**src/rtl/clahe_pkg.sv**
```systemverilog
// Shared CLAHE geometry: default resolution/grid and width helpers.
// Used by the tile locator, histogram and interpolation blocks.
package clahe_pkg;

    localparam int DEF_WIDTH      = 1280;
    localparam int DEF_HEIGHT     = 720;
    localparam int DEF_TILE_H_NUM = 8;
    localparam int DEF_TILE_V_NUM = 8;
    localparam int DEF_DATA_W     = 8;

    function automatic int clog2(input int value);
        int r;
        r = 0;
        while ((1 << r) < value) r++;
        return r;
    endfunction

    // Counter width, never below one bit so degenerate grids still have a port.
    function automatic int cwidth(input int value);
        return (clog2(value) < 1) ? 1 : clog2(value);
    endfunction

    function automatic int tile_size(input int extent, input int tiles);
        return extent / tiles;
    endfunction

    // The last tile absorbs the remainder, so it is the widest one.
    function automatic int tile_span(input int extent, input int tiles);
        return extent / tiles + extent % tiles;
    endfunction

endpackage

```
**src/rtl/clahe_axis_tracker.sv**
```systemverilog
// Purpose: incremental position / tile-local / tile-index counter for one image axis.
// Latency: cnt/loc/tile are combinational views of the registered state (0 while clr).
// Backpressure: none; advances on every step, wrap forces the axis back to zero.
module clahe_axis_tracker
    import clahe_pkg::*;
#(
    parameter int EXTENT = DEF_WIDTH,
    parameter int TILES  = DEF_TILE_H_NUM
) (
    input  logic                                      pclk,
    input  logic                                      rst_n,
    input  logic                                      clr,
    input  logic                                      step,
    input  logic                                      wrap,
    output logic [cwidth(EXTENT)-1:0]                 cnt,
    output logic [cwidth(tile_span(EXTENT, TILES))-1:0] loc,
    output logic [cwidth(TILES)-1:0]                  tile,
    output logic                                      last
);

    localparam int CW = cwidth(EXTENT);
    localparam int LW = cwidth(tile_span(EXTENT, TILES));
    localparam int TW = cwidth(TILES);
    localparam logic [CW-1:0] CNT_END  = CW'(EXTENT - 1);
    localparam logic [LW-1:0] LOC_END  = LW'(tile_size(EXTENT, TILES) - 1);
    localparam logic [TW-1:0] TILE_END = TW'(TILES - 1);

    logic [CW-1:0] cnt_q, cnt_d;
    logic [LW-1:0] loc_q, loc_d;
    logic [TW-1:0] tile_q, tile_d;

    assign cnt  = clr ? '0 : cnt_q;
    assign loc  = clr ? '0 : loc_q;
    assign tile = clr ? '0 : tile_q;
    assign last = (cnt == CNT_END);

    always_comb begin
        cnt_d  = cnt;
        loc_d  = loc;
        tile_d = tile;
        if (wrap || (step && last)) begin
            cnt_d  = '0;
            loc_d  = '0;
            tile_d = '0;
        end else if (step) begin
            cnt_d = cnt + 1'b1;
            // The last tile never rolls over; its local offset runs to the axis end.
            if ((loc == LOC_END) && (tile != TILE_END)) begin
                loc_d  = '0;
                tile_d = tile + 1'b1;
            end else begin
                loc_d = loc + 1'b1;
            end
        end
    end

    always_ff @(posedge pclk or negedge rst_n) begin
        if (!rst_n) begin
            cnt_q  <= '0;
            loc_q  <= '0;
            tile_q <= '0;
        end else begin
            cnt_q  <= cnt_d;
            loc_q  <= loc_d;
            tile_q <= tile_d;
        end
    end

endmodule

```
**src/rtl/clahe_tile_locator.sv**
```systemverilog
// Purpose: tracks pixel position per frame, emits tile index, tile-local coords and boundary flags.
// Latency: every output registered, 1 cycle after the in_href/in_data sample.
// Backpressure: none; one pixel accepted per in_href cycle, errors flagged on malformed lines.
module clahe_tile_locator
    import clahe_pkg::*;
#(
    parameter int WIDTH      = DEF_WIDTH,
    parameter int HEIGHT     = DEF_HEIGHT,
    parameter int TILE_H_NUM = DEF_TILE_H_NUM,
    parameter int TILE_V_NUM = DEF_TILE_V_NUM,
    parameter int DATA_W     = DEF_DATA_W
) (
    input  logic                                              pclk,
    input  logic                                              rst_n,
    input  logic                                              in_href,
    input  logic                                              in_vsync,
    input  logic [DATA_W-1:0]                                 in_data,
    output logic                                              out_valid,
    output logic [DATA_W-1:0]                                 out_data,
    output logic [cwidth(WIDTH)-1:0]                          x_cnt,
    output logic [cwidth(HEIGHT)-1:0]                         y_cnt,
    output logic [cwidth(TILE_H_NUM)-1:0]                     tile_x,
    output logic [cwidth(TILE_V_NUM)-1:0]                     tile_y,
    output logic [cwidth(TILE_H_NUM)+cwidth(TILE_V_NUM)-1:0]  tile_idx,
    output logic [cwidth(tile_span(WIDTH, TILE_H_NUM))-1:0]   local_x,
    output logic [cwidth(tile_span(HEIGHT, TILE_V_NUM))-1:0]  local_y,
    output logic                                              tile_first,
    output logic                                              tile_last_x,
    output logic                                              line_end,
    output logic                                              frame_start,
    output logic                                              frame_end,
    output logic                                              err_line
);

    localparam int TILE_W = tile_size(WIDTH, TILE_H_NUM);
    localparam int TILE_H = tile_size(HEIGHT, TILE_V_NUM);
    localparam int XW  = cwidth(WIDTH);
    localparam int YW  = cwidth(HEIGHT);
    localparam int TXW = cwidth(TILE_H_NUM);
    localparam int TYW = cwidth(TILE_V_NUM);
    localparam int IW  = TXW + TYW;
    localparam int LXW = cwidth(tile_span(WIDTH, TILE_H_NUM));
    localparam int LYW = cwidth(tile_span(HEIGHT, TILE_V_NUM));
    localparam logic [LXW-1:0] LX_END = LXW'(TILE_W - 1);
    localparam logic [TXW-1:0] TX_END = TXW'(TILE_H_NUM - 1);

    logic           vsync_d;
    logic           last_pix_d;
    logic [XW-1:0]  x_c;
    logic [LXW-1:0] x_l;
    logic [TXW-1:0] x_t;
    logic           x_last;
    logic [YW-1:0]  y_c;
    logic [LYW-1:0] y_l;
    logic [TYW-1:0] y_t;
    logic           y_last;

    logic vs_rise, clr, px, short_line, line_done, overlong;

    assign vs_rise    = in_vsync & ~vsync_d;
    assign clr        = vs_rise | ~in_vsync;
    assign px         = in_href & in_vsync;
    // x_c is already forced to 0 by clr, so this only fires inside an active frame.
    assign short_line = ~in_href & (x_c != '0);
    assign line_done  = (px & x_last) | short_line;
    assign overlong   = px & last_pix_d & ~vs_rise;

    clahe_axis_tracker #(.EXTENT(WIDTH), .TILES(TILE_H_NUM)) u_x (
        .pclk  (pclk),
        .rst_n (rst_n),
        .clr   (clr),
        .step  (px),
        .wrap  (short_line),
        .cnt   (x_c),
        .loc   (x_l),
        .tile  (x_t),
        .last  (x_last)
    );

    clahe_axis_tracker #(.EXTENT(HEIGHT), .TILES(TILE_V_NUM)) u_y (
        .pclk  (pclk),
        .rst_n (rst_n),
        .clr   (clr),
        .step  (line_done),
        .wrap  (1'b0),
        .cnt   (y_c),
        .loc   (y_l),
        .tile  (y_t),
        .last  (y_last)
    );

    always_ff @(posedge pclk or negedge rst_n) begin
        if (!rst_n) begin
            vsync_d     <= 1'b0;
            last_pix_d  <= 1'b0;
            out_valid   <= 1'b0;
            out_data    <= '0;
            x_cnt       <= '0;
            y_cnt       <= '0;
            tile_x      <= '0;
            tile_y      <= '0;
            tile_idx    <= '0;
            local_x     <= '0;
            local_y     <= '0;
            tile_first  <= 1'b0;
            tile_last_x <= 1'b0;
            line_end    <= 1'b0;
            frame_start <= 1'b0;
            frame_end   <= 1'b0;
            err_line    <= 1'b0;
        end else begin
            vsync_d     <= in_vsync;
            last_pix_d  <= px & x_last;
            out_valid   <= px;
            out_data    <= in_data;
            x_cnt       <= x_c;
            y_cnt       <= y_c;
            tile_x      <= x_t;
            tile_y      <= y_t;
            tile_idx    <= IW'(y_t) * IW'(TILE_H_NUM) + IW'(x_t);
            local_x     <= x_l;
            local_y     <= y_l;
            tile_first  <= px & (x_l == '0);
            tile_last_x <= px & (x_last | ((x_l == LX_END) && (x_t != TX_END)));
            line_end    <= px & x_last;
            frame_start <= vs_rise;
            frame_end   <= px & x_last & y_last;
            err_line    <= vs_rise ? 1'b0 : (err_line | short_line | overlong);
        end
    end

endmodule
```
**config.mk**
```make
export PLATFORM = sky130hd
export DESIGN_NAME = clahe_tile_locator
export DESIGN_NICKNAME = d
export VERILOG_FILES = /design/src/rtl/clahe_pkg.sv /design/src/rtl/clahe_axis_tracker.sv /design/src/rtl/clahe_tile_locator.sv
export SDC_FILE = /design/constraint.sdc
export NUM_CORES = 1
export LEC_CHECK = 0
export BUFFER_PORTS_ARGS = -buffer_cell sky130_fd_sc_hd__buf_2
export CORE_ASPECT_RATIO = 0.8
export CORE_MARGIN = 2
export CORE_UTILIZATION = 59
export CTS_CLUSTER_DIAMETER = 200
export CTS_CLUSTER_SIZE = 16
export DETAILED_ROUTE_END_ITERATION = 16
export GPL_TIMING_DRIVEN = 0
export PLACE_DENSITY_LB_ADDON = 0.25
export SETUP_SLACK_MARGIN = 0.02
export SYNTH_ARGS = -nofsm -noshare
export SYNTH_HDL_FRONTEND = slang
export SYNTH_SLANG_ARGS = --single-unit
```
**constraint.sdc**
```tcl
create_clock -name pclk -period 5.9 [get_ports pclk]
set_input_delay 0.59 -clock pclk [delete_from_list [all_inputs] [get_ports pclk]]
set_output_delay 0.59 -clock pclk [all_outputs]
set_load 0.02 [all_outputs]
```
After elaboration in Yosys (flattened, before gate mapping)
Cells that the tools add are included.
{ "op_classes": {"bitwise_logic": 18, "eq_ne": 6, "reduce_logical": 7, "add_sub_neg": 7, "n_mux": 23} }
{ "op_table": {"columns": ["cell", "n"], "rows": [
  ["2-to-1 mux 11 bit", 3],
  ["2-to-1 mux 8 bit", 4],
  ["2-to-1 mux 10 bit", 3],
  ["2-to-1 mux 7 bit", 4],
  ["2-to-1 mux 3 bit", 8],
  ["adder 11 x 1 -> 11 bit (second input constant)", 1],
  ["equality test 11 bit (second input constant)", 1],
  ["nonzero test 11 bit", 1],
  ["adder 10 x 1 -> 10 bit (second input constant)", 1],
  ["equality test 10 bit (second input constant)", 1],
  ["bitwise AND 1 bit", 9],
  ["adder 8 x 1 -> 8 bit (second input constant)", 1],
  ["equality test 8 bit (second input constant)", 1],
  ["logical NOT 8 bit", 1],
  ["adder 7 x 1 -> 7 bit (second input constant)", 1],
  ["equality test 7 bit (second input constant)", 1],
  ["adder 3 x 1 -> 3 bit (second input constant)", 2],
  ["adder 6 x 3 -> 6 bit", 1],
  ["!= test 3 bit (second input constant)", 2],
  ["bitwise OR 1 bit", 5],
  ["logical AND 1 bit", 4],
  ["NOT 1 bit", 4],
  ["logical OR 1 bit", 1],
  ["2-to-1 mux 1 bit", 1]
]} }
{ "totals": {"in_bits": 12, "out_inout_bits": 63, "register_bits": 106, "word_cells": 83} }

Longest topological paths before layout
{ "logic_depth": {"word_depth": 9, "mapped_depth": 12, "mapped_depth_nobuf": 10} }

Hierarchy
From an unflattened synthesis, not the netlist that was laid out.
{ "hier_totals": {"cells_unflattened": 345, "area_unflattened_um2": 4159.0} }
{ "by_module_without_submodules": {"columns": ["module", "instances", "seq_area_each_um2", "area_each_um2", "cells_per_inst"], "rows": [
  ["clahe_tile_locator", 1, 1451.4, 1661.6, 89],
  ["clahe_axis_tracker (u_x)", 1, 550.5, 1310.0, 134],
  ["clahe_axis_tracker (u_y)", 1, 500.5, 1187.4, 122]
]} }

Worst setup path after synthesis
Ideal clock, no wire load.
{ "synth_path": {"kind": "in2reg", "start": "input in_vsync", "end": "register u_y.cnt_q[4]", "required_time_ps": 5818, "path_stages": 11, "n_path_buf": 3, "setup_ps": 82, "t_arrival_ps": 2781, "path_slack_ps": 3037, "cell_sequence": "buf_2 and2_1 clkbuf_1 nand2_1 ha_1 nor4b_1 a311o_1 o21a_1 buf_6 or4_1 o22ai_1"} }
{ "synth_between": {"elab_chain_len": 8, "elab_cells_between_ends": 16, "cone_classes": "1 x add/sub; 2 x eq/ne; 4 x mux; 7 x bitwise; 2 x reduce/logical"} }
{ "synth_lines": {"columns": ["element", "line_no", "rtl"], "rows": [
  ["start, declared", "clahe_tile_locator.sv:16", "input logic in_vsync,"],
  ["branches (longest 7 deep; another with adder 10 x 1 -> 10 bit)", null, null],
  ["2-to-1 mux 10 bit *", "clahe_axis_tracker.sv:41", "if (wrap || (step && last)) begin"],
  ["via u_y.cnt_d[4]", "clahe_axis_tracker.sv:28", "logic [CW-1:0] cnt_q, cnt_d;"],
  ["end signal, assigned", "clahe_axis_tracker.sv:63", "cnt_q <= cnt_d;"],
  ["end, declared", "clahe_axis_tracker.sv:28", null]
]} }
Mark *: on every way through the listed nets, which the timed path passes.

Final worst setup path
{ "layout_path": {"start": "register vsync_d", "end": "register u_y.cnt_q[5]"} }
{ "layout_between": {"elab_chain_len": 9, "elab_cells_between_ends": 15, "cone_classes": "1 x add/sub; 2 x eq/ne; 4 x mux; 6 x bitwise; 2 x reduce/logical"} }
{ "layout_lines": {"columns": ["element", "line_no", "rtl"], "rows": [
  ["start, declared", "clahe_tile_locator.sv:47", "logic vsync_d;"],
  ["start signal, assigned", "clahe_tile_locator.sv:112", "vsync_d <= in_vsync;"],
  ["NOT 1 bit *", "clahe_tile_locator.sv:60", "assign vs_rise = in_vsync & ~vsync_d;"],
  ["bitwise AND 1 bit *", "clahe_tile_locator.sv:60", null],
  ["bitwise OR 1 bit *", "clahe_tile_locator.sv:61", "assign clr = vs_rise | ~in_vsync;"],
  ["branches (longest 5 deep; another with adder 10 x 1 -> 10 bit)", null, null],
  ["2-to-1 mux 10 bit *", "clahe_axis_tracker.sv:41", null],
  ["via u_y.cnt_d[5]", "clahe_axis_tracker.sv:28", null]
]} }
Marks and branches as above.

==> flow_metrics.env <==
export IMPL_syn_inst=370
export IMPL_drv_cap=0
export IMPL_drive_gt1_share_pct=22.8
export IMPL_clkLatencyLatePin_ns=0.36
export IMPL_cts_hold_fix_buffers=0
export IMPL_grt_pass1_wl_mm=15.3
export IMPL_finalNetCount=476
export IMPL_regArea_sq_mm=0.00250
export IMPL_end_kind="flip-flop"
export IMPL_synth_area_sq_mm=0.00407
export IMPL_rsz0062_at_grt="no"
export IMPL_cp_start_kind="flip-flop"
export IMPL_synth_edff_count=0
export IMPL_ir_drop_uv=186
export IMPL_grt_max_degree=75
export IMPL_maxSlewHeadroom_pct=48.7
export IMPL_period_share_pct=58.9
export IMPL_setup_viol=0
export IMPL_routedWlPerCell_microns=16.4
export IMPL_final_min_clock_period_ns=3.47
export IMPL_die_w_microns=96.9
export IMPL_core_area_sq_mm=0.00679
export IMPL_worst_endpoint_arrival_ns=3.72
export IMPL_die_y_microns=78.3
export IMPL_area_delta_synth_final_pct=17.4
export IMPL_pin_count=75
export IMPL_yosys_warnings=0
export IMPL_ys_ff_latch=100
export IMPL_cts_resized=0
export IMPL_numCtsBuffers=9
export IMPL_cp_required_ns=6.14
export IMPL_ant_nets=0
export IMPL_num_rows=27
export IMPL_vias=3062
export IMPL_reg2reg_setup_slack_ns=2.43
export IMPL_finalHoldViolations=0
export IMPL_via_per_inst=5.60
export IMPL_min_path_type="primary input to asynchronous set/reset pin"
export IMPL_postCtsSetupRepairBufs=0
export IMPL_nFillCells=520
export IMPL_tightestPinTransition_ns=0.763
export IMPL_grt_util_all_layers_pct=25.8
export IMPL_r2r_start="vsync_d"
export IMPL_cts_root_buf="clkbuf_8"
export IMPL_cts_tree="yes"
export IMPL_outcome="complete, no violations"
export IMPL_insertedDiodeCount=0
export IMPL_synthFlopType="dfrtp_1"
export IMPL_async_reset_ff_share_pct=100
export IMPL_drt_iter0_markers=248
export IMPL_antenna_found_initial=0
export IMPL_reg2reg_depth=10
export IMPL_drt_pass1_iter_count=5
export IMPL_ys_seq_area_share_pct=61.4
export IMPL_fmax_mhz=288
export IMPL_htreeDepth=3
export IMPL_fin_setup_tns_ns=0
export IMPL_port_buffers=73
export IMPL_wl_mm=8.97
export IMPL_fin_skew_ns=0.00720
export IMPL_p_leak_nw=2.70
export IMPL_total_power_w=0.00119
export IMPL_start_util_pct=60.0
export IMPL_finalMaxSlewViolations=0
export IMPL_synth_cell_type_count=42
export IMPL_r2r_end="u_y.cnt_q[5]"
export IMPL_synthesis_nets=391
export IMPL_cp_max_fo=10
export IMPL_cts_max_path_buffers=2
export IMPL_multiInputGateArea_sq_mm=0.00138
export IMPL_first_global_vias=3031
export IMPL_crit_type="flip-flop to flip-flop"
export IMPL_globalRouteOverflowTotal=0
export IMPL_clkTransAtPathRegs_ns=0.09
export IMPL_cts_sinks=100
export IMPL_dpl_hpwl_mm=6.07
export IMPL_p_per_area_mw_per_mm2=248
export IMPL_die_area_sq_mm=0.00759
export IMPL_gp_congestion=0.888
export IMPL_syn_avg_cell_area_sq_um=11.0
export IMPL_drc=0
-- final cells by class --
cell class	instances	share of cell area, %
sequential	100	52.3
multi-input combinational	229	28.8
timing repair buffer	74	8.27
clock buffer	12	3.25
buffer	23	2.64
tap	87	2.28
inverter	18	1.41
clock inverter	4	0.995
-- cells in the final DEF, fill, tap and decap left out, drive strengths merged, types with 2 or more instances in the layout --
master,instances
nand3,20
and3,36
inv,18
mux2i,2
nand2,40
dfrtp,100
nor3,10
a41oi,2
xnor2,9
o21ai,15
xor2,9
nor4,4
a21oi,10
nand4,8
or3,3
nor2,22
clkbuf,22
clkinv,2
buf,87
o32ai,3
ha,9
o31ai,2
and2,2
or4,3
and4,2
o22ai,2
nand2b,2
o2bb2ai,3
nor4b,2
-- report_power, final --
| part | total (W) | internal (W) | switching, W |
|---|---|---|---|
| clock network | 0.000440 | 0.000218 | 0.000222 |
| logic | 0.0000528 | 0.0000135 | 0.0000393 |
| registers | 0.000694 | 0.000691 | 0.00000280 |
| total | 0.00119 | 0.000923 | 0.000264 |
-- state kept, by name, summed over array words and instances (netlist names), 3 cells and up --
| name | flops |
|---|---|
| local_x | 8 |
| u_x.cnt_q | 11 |
| x_cnt | 11 |
| u_x.tile_q | 3 |
| u_y.tile_q | 3 |
| y_cnt | 10 |
| u_y.loc_q | 7 |
| local_y | 7 |
| tile_idx | 6 |
| u_x.loc_q | 8 |
| u_y.cnt_q | 10 |
| out_data | 8 |
-- routing by layer --
layer / wire, microns / up-vias / GRT usage [%]
li1: - / 1441 / -
met1: 4050 / 1486 / 36.8
met2: 4180 / 121 / 39.4
met3: 612 / 14 / 7.48
met4: 125 / 0 / 7.04
met5: 0 / - / 0
-- worst max-delay path: stages (launching register included) --
cell and delay, ns:
dfrtp_1 0.41, buf_2 0.25, and2_1 0.20, clkbuf_1 0.46
nand2_1 0.20, ha_1 0.26, nor4b_1 0.15, a311o_1 0.40
o21ai_1 0.33, nand2_1 0.30, o41ai_1 0.40
-- metrics by stage --
stage	hold WS, ns	cell area (sq um)	utilization [%]	std cells	setup slack, ns
6_report	0.133	4780	70.4	547	2.43
5_1_grt	0.135	4780	70.4	547	2.13
4_1_cts	0.133	4780	70.4	547	2.44
3_5_place_dp	0.470	4580	67.4	531	2.15
3_3_place_gp	0.461	4550	67.0	530	2.22
2_1_floorplan	0.294	4070	-	370	3.04
-- kinds of logic (layout without fill, tap and decap cells) --
logic type	after synthesis	count (layout)	share of synthesized area [%]
and+or+nand+nor	158	158	20.2
DFF	100	100	61.4
AOI/OAI and AO/OA	42	42	6.51
buffers and inverters	41	131	4.76
xor gates and xnor gates	18	18	3.87
adders and majority gates	9	9	2.76
muxes	2	2	0.491
-- worst max path at each step --
| stage | from | to | slack [ns] | depth (start not counted) |
|---|---|---|---|---|
| floorplan | in_vsync | u_y.cnt_q[4] | 3.04 | 11 |
| global placement | in_vsync | u_y.cnt_q[7] | 2.22 | 12 |
| detailed placement | in_vsync | u_y.cnt_q[7] | 2.15 | 12 |
| CTS | vsync_d | u_y.cnt_q[5] | 2.44 | 10 |
| global route | vsync_d | u_y.cnt_q[5] | 2.13 | 10 |
| finish | vsync_d | u_y.cnt_q[5] | 2.43 | 10 |
-- synthesized netlist by cell type (2+ instances only) --
cell type / n / share of area (%)
o2bb2ai_1: 3 / 0.65
o22ai_1: 2 / 0.31
inv_1: 18 / 1.7
nand3_1: 20 / 2.5
nor4b_1: 2 / 0.43
buf_4: 7 / 1.3
nand4_1: 8 / 1.2
and3_1: 36 / 5.5
ha_1: 9 / 2.8
o21ai_0: 12 / 1.5
nand2b_1: 2 / 0.31
or3_1: 3 / 0.46
o31ai_1: 2 / 0.37
o32ai_1: 3 / 0.65
dfrtp_1: 100 / 61
a21oi_1: 10 / 1.2
xnor2_1: 9 / 1.9
nor2_1: 22 / 2.0
clkbuf_1: 10 / 0.92
or4_1: 3 / 0.55
nor4_1: 3 / 0.46
buf_2: 5 / 0.61
and2_1: 2 / 0.31
and4_1: 2 / 0.43
o21ai_1: 3 / 0.37
mux2i_1: 2 / 0.49
xor2_1: 9 / 1.9
nand2_1: 39 / 3.6
a41oi_1: 2 / 0.43
nor3_1: 10 / 1.2
Power figures use the tool's default switching activity.
